<file path="src/rtl/mem_rd_arb_pkg.sv">
// Shared definitions for the cache refill read arbiter.
// Holds the FSM state encoding, the requester index constants and the
// default bus widths used by mem_rd_arbiter and rr_arb2.
package mem_rd_arb_pkg;

   localparam int unsigned ADDR_W_DEF = 64;
   localparam int unsigned DATA_W_DEF = 64;
   localparam int unsigned ID_W_DEF   = 4;

   // Requester indices; the index doubles as the AXI ID of the request.
   localparam logic REQ_IC = 1'b0;
   localparam logic REQ_DC = 1'b1;

   localparam logic [3:0] CNT_MAX = 4'd15;

   typedef enum logic [1:0] {
      ST_IDLE = 2'd0,
      ST_ADDR = 2'd1,
      ST_DATA = 2'd2
   } state_e;

endpackage

</file>
<file path="src/rtl/rr_arb2.sv">
// Two-requester round-robin arbiter.
// Ports:
//   clk_i, rst_i : clock, synchronous active-high reset
//   req_i        : request vector (bit0 = I$, bit1 = D$)
//   upd_i        : pulse when the granted transaction completes
//   upd_idx_i    : index of the requester whose transaction completed
//   gnt_o        : one-hot grant (zero when no request)
//   gnt_idx_o    : index of the granted requester
module rr_arb2
   import mem_rd_arb_pkg::*;
(
   input  logic       clk_i,
   input  logic       rst_i,
   input  logic [1:0] req_i,
   input  logic       upd_i,
   input  logic       upd_idx_i,
   output logic [1:0] gnt_o,
   output logic       gnt_idx_o
);

   // Index of the requester that wins when both are requesting.
   logic prio_q;
   logic prio_d;

   // Priority moves to the requester that did not just complete.
   always_comb begin
      prio_d = prio_q;
      if (upd_i) begin
         prio_d = ~upd_idx_i;
      end else begin
         prio_d = prio_q;
      end
   end

   // Priority pointer register.
   always_ff @(posedge clk_i) begin
      if (rst_i) begin
         prio_q <= REQ_IC;
      end else begin
         prio_q <= prio_d;
      end
   end

   // Grant selection: a lone requester always wins, contention uses prio_q.
   always_comb begin
      gnt_idx_o = REQ_IC;
      gnt_o     = 2'b00;
      case (req_i)
         2'b01:   gnt_idx_o = REQ_IC;
         2'b10:   gnt_idx_o = REQ_DC;
         2'b11:   gnt_idx_o = prio_q;
         default: gnt_idx_o = REQ_IC;
      endcase
      if (req_i != 2'b00) begin
         gnt_o = gnt_idx_o ? 2'b10 : 2'b01;
      end else begin
         gnt_o = 2'b00;
      end
   end

endmodule

</file>
<file path="src/rtl/mem_rd_arbiter.sv">
// Refill read arbiter: shares one AXI read channel between the I$ and D$.
// One transaction outstanding at a time; requesters granted round-robin.
// Ports:
//   clk_i, rst_i                      : clock, synchronous active-high reset
//   req_valid_i/req_ready_o           : per-requester refill handshake
//   req_addr_i/req_len_i              : per-requester line address, beats-1
//   ar_valid_o/ar_ready_i, ar_*_o     : AXI AR channel
//   r_valid_i/r_ready_o, r_*_i        : AXI R channel
//   rsp_valid_o/rsp_ready_i           : per-requester beat handshake
//   rsp_data_o/rsp_last_o             : shared beat payload
//   busy_o                            : transaction in progress
//   err_o                             : sticky protocol error
module mem_rd_arbiter
   import mem_rd_arb_pkg::*;
#(
   parameter int unsigned ADDR_W = ADDR_W_DEF,
   parameter int unsigned DATA_W = DATA_W_DEF,
   parameter int unsigned ID_W   = ID_W_DEF
) (
   input  logic                   clk_i,
   input  logic                   rst_i,
   input  logic [1:0]             req_valid_i,
   output logic [1:0]             req_ready_o,
   input  logic [1:0][ADDR_W-1:0] req_addr_i,
   input  logic [1:0][3:0]        req_len_i,
   output logic                   ar_valid_o,
   input  logic                   ar_ready_i,
   output logic [ADDR_W-1:0]      ar_addr_o,
   output logic [7:0]             ar_len_o,
   output logic [ID_W-1:0]        ar_id_o,
   input  logic                   r_valid_i,
   output logic                   r_ready_o,
   input  logic [DATA_W-1:0]      r_data_i,
   input  logic                   r_last_i,
   input  logic [ID_W-1:0]        r_id_i,
   output logic [1:0]             rsp_valid_o,
   input  logic [1:0]             rsp_ready_i,
   output logic [DATA_W-1:0]      rsp_data_o,
   output logic                   rsp_last_o,
   output logic                   busy_o,
   output logic                   err_o
);

   state_e            state_q, state_d;
   logic              owner_q, owner_d;
   logic [ADDR_W-1:0] addr_q,  addr_d;
   logic [3:0]        len_q,   len_d;
   logic [3:0]        cnt_q,   cnt_d;
   logic              err_q,   err_d;

   logic [1:0] gnt_s;
   logic       gnt_idx_s;
   logic       rr_upd_s;
   logic       id_match_s;

   rr_arb2 u_rr_arb2 (
      .clk_i     (clk_i),
      .rst_i     (rst_i),
      .req_i     (req_valid_i),
      .upd_i     (rr_upd_s),
      .upd_idx_i (owner_q),
      .gnt_o     (gnt_s),
      .gnt_idx_o (gnt_idx_s)
   );

   // The owner index is also the AXI ID used for the transaction.
   assign id_match_s = (r_id_i == ID_W'(owner_q));

   // Next-state and output decode; payload outputs are held at zero
   // outside the state that drives them.
   always_comb begin
      state_d     = state_q;
      owner_d     = owner_q;
      addr_d      = addr_q;
      len_d       = len_q;
      cnt_d       = cnt_q;
      err_d       = err_q;
      rr_upd_s    = 1'b0;
      req_ready_o = 2'b00;
      ar_valid_o  = 1'b0;
      ar_addr_o   = '0;
      ar_len_o    = 8'd0;
      ar_id_o     = '0;
      r_ready_o   = 1'b0;
      rsp_valid_o = 2'b00;
      rsp_data_o  = '0;
      rsp_last_o  = 1'b0;
      case (state_q)
         ST_IDLE: begin
            if (|req_valid_i) begin
               req_ready_o = gnt_s;
               owner_d     = gnt_idx_s;
               addr_d      = req_addr_i[gnt_idx_s];
               len_d       = req_len_i[gnt_idx_s];
               state_d     = ST_ADDR;
            end else begin
               state_d     = ST_IDLE;
            end
         end
         ST_ADDR: begin
            ar_valid_o = 1'b1;
            ar_addr_o  = addr_q;
            ar_len_o   = {4'd0, len_q};
            ar_id_o    = ID_W'(owner_q);
            if (ar_ready_i) begin
               cnt_d   = 4'd0;
               state_d = ST_DATA;
            end else begin
               state_d = ST_ADDR;
            end
         end
         ST_DATA: begin
            if (id_match_s) begin
               r_ready_o            = rsp_ready_i[owner_q];
               rsp_valid_o[owner_q] = r_valid_i;
               rsp_data_o           = r_data_i;
               rsp_last_o           = r_last_i;
               if (r_valid_i && rsp_ready_i[owner_q]) begin
                  cnt_d = (cnt_q == CNT_MAX) ? cnt_q : (cnt_q + 4'd1);
                  if (r_last_i) begin
                     // Burst ends here regardless of length; short bursts flag an error.
                     err_d    = (cnt_q != len_q) ? 1'b1 : err_q;
                     rr_upd_s = 1'b1;
                     state_d  = ST_IDLE;
                  end else begin
                     // The beat at index len must carry r_last.
                     err_d    = (cnt_q >= len_q) ? 1'b1 : err_q;
                     state_d  = ST_DATA;
                  end
               end else begin
                  state_d = ST_DATA;
               end
            end else begin
               // Foreign-ID beats are drained so they cannot block the channel.
               r_ready_o = 1'b1;
               if (r_valid_i) begin
                  err_d = 1'b1;
               end else begin
                  err_d = err_q;
               end
               state_d = ST_DATA;
            end
         end
         default: begin
            state_d = ST_IDLE;
         end
      endcase
   end

   // State and transaction context registers.
   always_ff @(posedge clk_i) begin
      if (rst_i) begin
         state_q <= ST_IDLE;
         owner_q <= REQ_IC;
         addr_q  <= '0;
         len_q   <= 4'd0;
         cnt_q   <= 4'd0;
         err_q   <= 1'b0;
      end else begin
         state_q <= state_d;
         owner_q <= owner_d;
         addr_q  <= addr_d;
         len_q   <= len_d;
         cnt_q   <= cnt_d;
         err_q   <= err_d;
      end
   end

   assign busy_o = (state_q != ST_IDLE);
   assign err_o  = err_q;

endmodule

</file>
<file path="config.mk">
export PLATFORM = sky130hd
export DESIGN_NAME = mem_rd_arbiter
export DESIGN_NICKNAME = d
export VERILOG_FILES = /design/src/rtl/mem_rd_arb_pkg.sv /design/src/rtl/rr_arb2.sv /design/src/rtl/mem_rd_arbiter.sv
export SDC_FILE = /design/constraint.sdc
export NUM_CORES = 1
export LEC_CHECK = 0
export BUFFER_PORTS_ARGS = -buffer_cell sky130_fd_sc_hd__buf_2
export CORE_AREA = 2 2 140 142
export CTS_BUF_LIST = sky130_fd_sc_hd__clkbuf_8
export CTS_CLUSTER_SIZE = 8
export DETAILED_ROUTE_END_ITERATION = 16
export DIE_AREA = 0 0 142 144
export HOLD_SLACK_MARGIN = 0.15
export PLACE_DENSITY = 0.64
export SLEW_MARGIN = 5
export SYNTH_ARGS = -nofsm -noshare
export SYNTH_HDL_FRONTEND = slang
export SYNTH_HIERARCHICAL = 1
export SYNTH_SLANG_ARGS = --single-unit
</file>
<file path="constraint.sdc">
create_clock -name clk_i -period 1.58 [get_ports clk_i]
set_input_delay 0.079 -clock clk_i [delete_from_list [all_inputs] [get_ports clk_i]]
set_output_delay 0.079 -clock clk_i [all_outputs]
set_load 0.03 [all_outputs]
</file>
**Yosys cells after proc, flatten, opt, wreduce, memory -nomap -nowiden**

Cells that the tools add are included.

- Word-level logic and storage cells: 85
- Flip-flop bits (word level): 77

- Bitwise gates (word level): 2
- Equality and inequality tests: 14
- Muxes and demuxes: 46
- Add/sub/neg operators: 1
- Reduce and logical (&&, ||, !) cells: 11
- $lt $le $gt $ge: 4

Operator list:

| cell | count |
|---|---|
| $mux 64 | 5 |
| $mux 4 | 7 |
| $mux 1 | 20 |
| $mux 2 | 10 |
| $reduce_and 5->1 | 2 |
| $ne 2x2->1 const B | 4 |
| $pmux 4 s2 | 1 |
| $reduce_bool 2->1 | 4 |
| $eq 2x2->1 const B | 3 |
| $ne 3x2->1 const B | 2 |
| $pmux 2 s3 | 1 |
| $add 4x1->4 const B | 1 |
| $eq 4x1->1 | 1 |
| $eq 4x4->1 const B | 1 |
| $ge 4x4->1 | 1 |
| $lt 1x2->1 const B | 2 |
| $ne 4x4->1 | 1 |
| $and 2x2->2 | 1 |
| $eq 2x1->1 const B | 1 |
| $logic_and 1x1->1 | 2 |
| $logic_not 2->1 | 1 |
| $ne 2x1->1 const B | 1 |
| $pmux 1 s2 | 1 |
| $reduce_and 2->1 | 1 |
| 4 further kinds | 4 |

**Logic depth before layout (Yosys ltp)**

- Depth in word-level cells: 7
- Gate-level depth with buffers: 7
- Mapped depth without buffers: 7

**Hierarchy**

The synthesis kept the hierarchy.

Modules (own cells, without submodules):

| module | cells an instance | times used | area an instance (sq um) | seq. area each (sq um) |
|---|---|---|---|---|
| mem_rd_arbiter | 544 | 1 | 4,528.1 | 1,521.5 |
| rr_arb2 | 7 | 1 | 62.6 | 20.0 |

**Worst setup path before layout**

Ideal clock, no wire load.

- Kind: register to output
- From: register state_q[1]
- To: output port rsp_valid_o[0]
- Arrival: 1,688 ps
- Buffers on the path: 2
- Slack: -187 ps
- Stages on the path, launching flop included: 6
- Cells stage by stage: dfxtp_1 -> nor2b_1 -> clkbuf_1 -> clkbuf_1 -> nand3_1 -> nor3_1

- Word-level cells in the longest chain between the ends: 2

Ends and longest elaborated chain:

| item | RTL line | RTL |
|---|---|---|
| start: declaration | mem_rd_arbiter.sv:44 | `state_e state_q, state_d;` |
| start signal: assignment | mem_rd_arbiter.sv:160 | `state_q <= state_d;` |
| $eq 2x2->1 | mem_rd_arbiter.sv:88 | `case (state_q)` |
| $mux 2 | mem_rd_arbiter.sv:88 |  |
| end: declaration | mem_rd_arbiter.sv:36 | `output logic [1:0] rsp_valid_o,` |

No other way between the ends.

**Worst setup path in the final report**

- From: register owner_q
- To: output port rsp_data_o[47]

- Word-level cells in the longest chain between the ends: 3

Ends and longest elaborated chain:

| item | RTL line | RTL |
|---|---|---|
| start: declaration | mem_rd_arbiter.sv:45 | `logic owner_q, owner_d;` |
| start signal: assignment | mem_rd_arbiter.sv:161 | `owner_q <= owner_d;` |
| $eq 4x1->1 | mem_rd_arbiter.sv:67 | `assign id_match_s = (r_id_i == ID_W'(owner_q));` |
| $mux 64 | mem_rd_arbiter.sv:113 | `if (id_match_s) begin` |
| $mux 64 | mem_rd_arbiter.sv:88 |  |
| end: declaration | mem_rd_arbiter.sv:38 | `output logic [DATA_W-1:0] rsp_data_o,` |

No other way between the ends.

==> impl_metrics.env <==
export IMPL_ant_nets=0
export IMPL_first_iter_violations=219
export IMPL_yosysSeqAreaShare_pct=33.6
export IMPL_syn_inst=551
export IMPL_violations="setup timing"
export IMPL_dpl_worst_slack_ps=49.0
export IMPL_outcome="finished with violations"
export IMPL_fin_crit_sh_pct=110
export IMPL_worstSetupPathType="reg -> out"
export IMPL_core_area_mm2=0.0191
export IMPL_io_pins=362
export IMPL_wl_um=26200
export IMPL_clkTransAtPathRegs_ps=80
export IMPL_switching_share_pct=34.3
export IMPL_syn_avg_cell_area_um2=8.33
export IMPL_p_comb_share_pct=43.0
export IMPL_cp_max_fo=8
export IMPL_setup_ws_ps=-165
export IMPL_finClkSkew_ps=9.13
export IMPL_worstSkewPairLatency_ps=360
export IMPL_first_pass_iters=4
export IMPL_port_buffers=354
export IMPL_p_leak_nw=4.84
export IMPL_grt_pass1_vias=6150
export IMPL_p_int_w=0.00425
export IMPL_routedWlPerCell_um=20.0
export IMPL_seq_power_share_pct=35.4
export IMPL_final_hold_viol_count=0
export IMPL_r2r_start="state_q[0]$_SDFF_PP0_"
export IMPL_root_buffer="clkbuf_8"
export IMPL_std_cell_rows=51
export IMPL_start_util_pct=24.1
export IMPL_synth_top_area_share_pct=33.6
export IMPL_worst_hold_slack_ps=190
export IMPL_place_area_mm2=0.00687
export IMPL_place_congestion=0.781
export IMPL_period_minus_slack_ps=1740
export IMPL_syn_to_final_growth_pct=126
export IMPL_end_kind="output pin"
export IMPL_required_ps=1500
export IMPL_pwr_density_cell_mw_per_mm2=622
export IMPL_num_vias=6361
export IMPL_ys_seq_elements=77
export IMPL_setup_worst_path_start="owner_q$_SDFFE_PP0P_"
export IMPL_timing_setup_tns_ps=-13500
export IMPL_grt_max_degree=78
export IMPL_synthTopCellsByArea="dfxtp_1, mux2i_1, a211oi_1"
export IMPL_netSwitchingPower_w=0.00222
export IMPL_grt_pass1_wl_um=33900
export IMPL_h_tree_depth=3
export IMPL_cap_violations=0
export IMPL_hpwl_um=14500
export IMPL_hold_path_class="in -> reg"
export IMPL_slew_violations=0
export IMPL_rsz0062_at_grt="true"
export IMPL_design_die_area_mm2=0.0204
export IMPL_viasPerCell=4.84
export IMPL_layout_drive_gt1_share_pct=53.4
export IMPL_cts_made_buffers=9
export IMPL_yosysTopAreaCell="dfxtp_1"
export IMPL_crit_end="rsp_data_o[47]"
export IMPL_die_height_um=144
export IMPL_grt_remaining_overflow=0
export IMPL_final_net_count=1285
export IMPL_setup_viol=138
export IMPL_fmax_mhz=573
export IMPL_ys_warn_count=6
export IMPL_power_share_clock_pct=21.6
export IMPL_drc=0
export IMPL_crit_path_start_kind="flop"
export IMPL_cts_tree="done"
export IMPL_r2r_end="cnt_q[0]$_SDFFE_PP0P_"
export IMPL_fin_area_mm2=0.0104
export IMPL_antenna_found_initial=1
export IMPL_crit_arrival_ps=1670
export IMPL_clockBufferDepth=2
export IMPL_cts_sinks=77
export IMPL_ys_types=33
export IMPL_syn_area_mm2=0.00459
export IMPL_grt_usage_pct=21.7
export IMPL_chipWidth_um=142
export IMPL_r2r_slack_ps=-30
export IMPL_worstRegToRegCells=8
export IMPL_ir_drop_mv=0.383
critical path, stage by stage (launching register included):
cell	delay, ps
dfxtp_4	360
xnor2_2	140
and2_4	230
buf_12	130
clkbuf_16	140
and3_1	180
buf_6	140
cell type report:
type                            count  area (um2)
Clock inverter                      5        36.3
Antenna cell                        4        10.0
Sequential cell                    77        1550
Fill cell                        1566        8690
Inverter                            6        22.5
Tap cell                          238         298
Timing Repair Buffer              561        5120
Clock buffer                       10         138
Multi-Input combinational cell    412        3220
layer usage:
layer / track usage [%] / wire [um] / part of all wire, % / up-vias
met5: 0 / 0 / 0 / -
met4: 11.5 / 1150 / 4.4 / 0
met3: 4.77 / 1590 / 6.1 / 77
met2: 41.8 / 14200 / 54 / 350
met1: 21.8 / 9230 / 35 / 2974
li1: - / - / - / 2960
Yosys cell counts (all sizes together):
library cell  instances
and4                  1
and2                 73
nand3b                3
o21ai                 2
buf                  30
a21boi                3
a31oi                 1
dfxtp                77
inv                   6
a21oi                 7
nand2                 5
nor2                 79
mux2i                70
nor3                  3
clkbuf               32
xnor2                 1
a211oi               71
or2                   1
and3                 65
nor2b                 2
conb                  1
nand2b                2
o211ai                2
nand3                 8
mux2                  1
ha                    5
cells by family (layout without fill, tap and decap cells):
kind of cell	after synthesis	after routing	synth area share (%)
adder cells (fa/ha/maj)	5	5	1.36
multiplexers	71	71	15.6
flip-flops	77	77	33.6
AO/OA/AOI/OAI	86	86	13.7
AND/OR/NAND/NOR	242	242	28.4
other	1	11	0.0817
buffers and inverters	68	582	7.11
XOR/XNOR	1	1	0.191
placed cells by master (no fill, tap or decap), drive strengths merged, types with 3 or more instances in the layout:
cell,instances
nor2,79
clkbuf,20
dlygate4sd3,134
diode,4
nor3,3
nand2,5
dfxtp,77
nand3,8
a21oi,7
a21boi,3
ha,5
conb,7
clkinvlp,3
and3,65
nand3b,3
mux2i,70
a211oi,71
and2,73
inv,7
buf,415
power groups by stage:
stage	logic, W	registers (W)	clock network [W]
after global placement	0.00175	0.00231	0
after CTS	0.00232	0.00228	0.00146
final	0.00278	0.00229	0.00140
after detailed placement	0.00177	0.00232	0
after global routing	0.00294	0.00232	0.00155
after floorplan	0.00107	0.00229	0
stage by stage:
stage	power, W	util, %	cells
after floorplan	0.00336	-	557
after CTS	0.00606	50.5	1293
after global routing	0.00681	54.4	1310
after detailed placement	0.00409	36.0	1126
after global placement	0.00406	36.0	1126
final	0.00647	54.5	1313
how the worst min path moves through the flow:
stage | startpoint | depth (start not counted) | endpoint
global placement | req_addr_i[56] | 3 | addr_q[56]$_SDFFE_PP0P_
CTS | req_len_i[3] | 3 | len_q[3]$_SDFFE_PP0P_
global route | req_len_i[3] | 3 | len_q[3]$_SDFFE_PP0P_
detailed placement | req_addr_i[59] | 3 | addr_q[59]$_SDFFE_PP0P_
finish | req_len_i[3] | 3 | len_q[3]$_SDFFE_PP0P_
floorplan | rst_i | 1 | u_rr_arb2/prio_q$_SDFFE_PP0P_
flip-flops by register name (all words and copies together), names as in the netlist:
name	flops
err_o	1
addr_q	64
state_q	2
len_q	4
owner_q	1
u_rr_arb2/prio_q	1
cnt_q	4
what timing repair did:
| item | 4_1_cts | 5_1_grt |
|---|---|---|
| resized for setup | 286 | 175 |
| cloned | 6 | 13 |
| setup endpoints to repair | 140 | 179 |
| setup buffers | 13 | 5 |
| hold buffers | 134 | 0 |
| hold endpoints to repair | 72 | 0 |
| pin swaps | 15 | 54 |
Power figures use the tool's default switching activity.
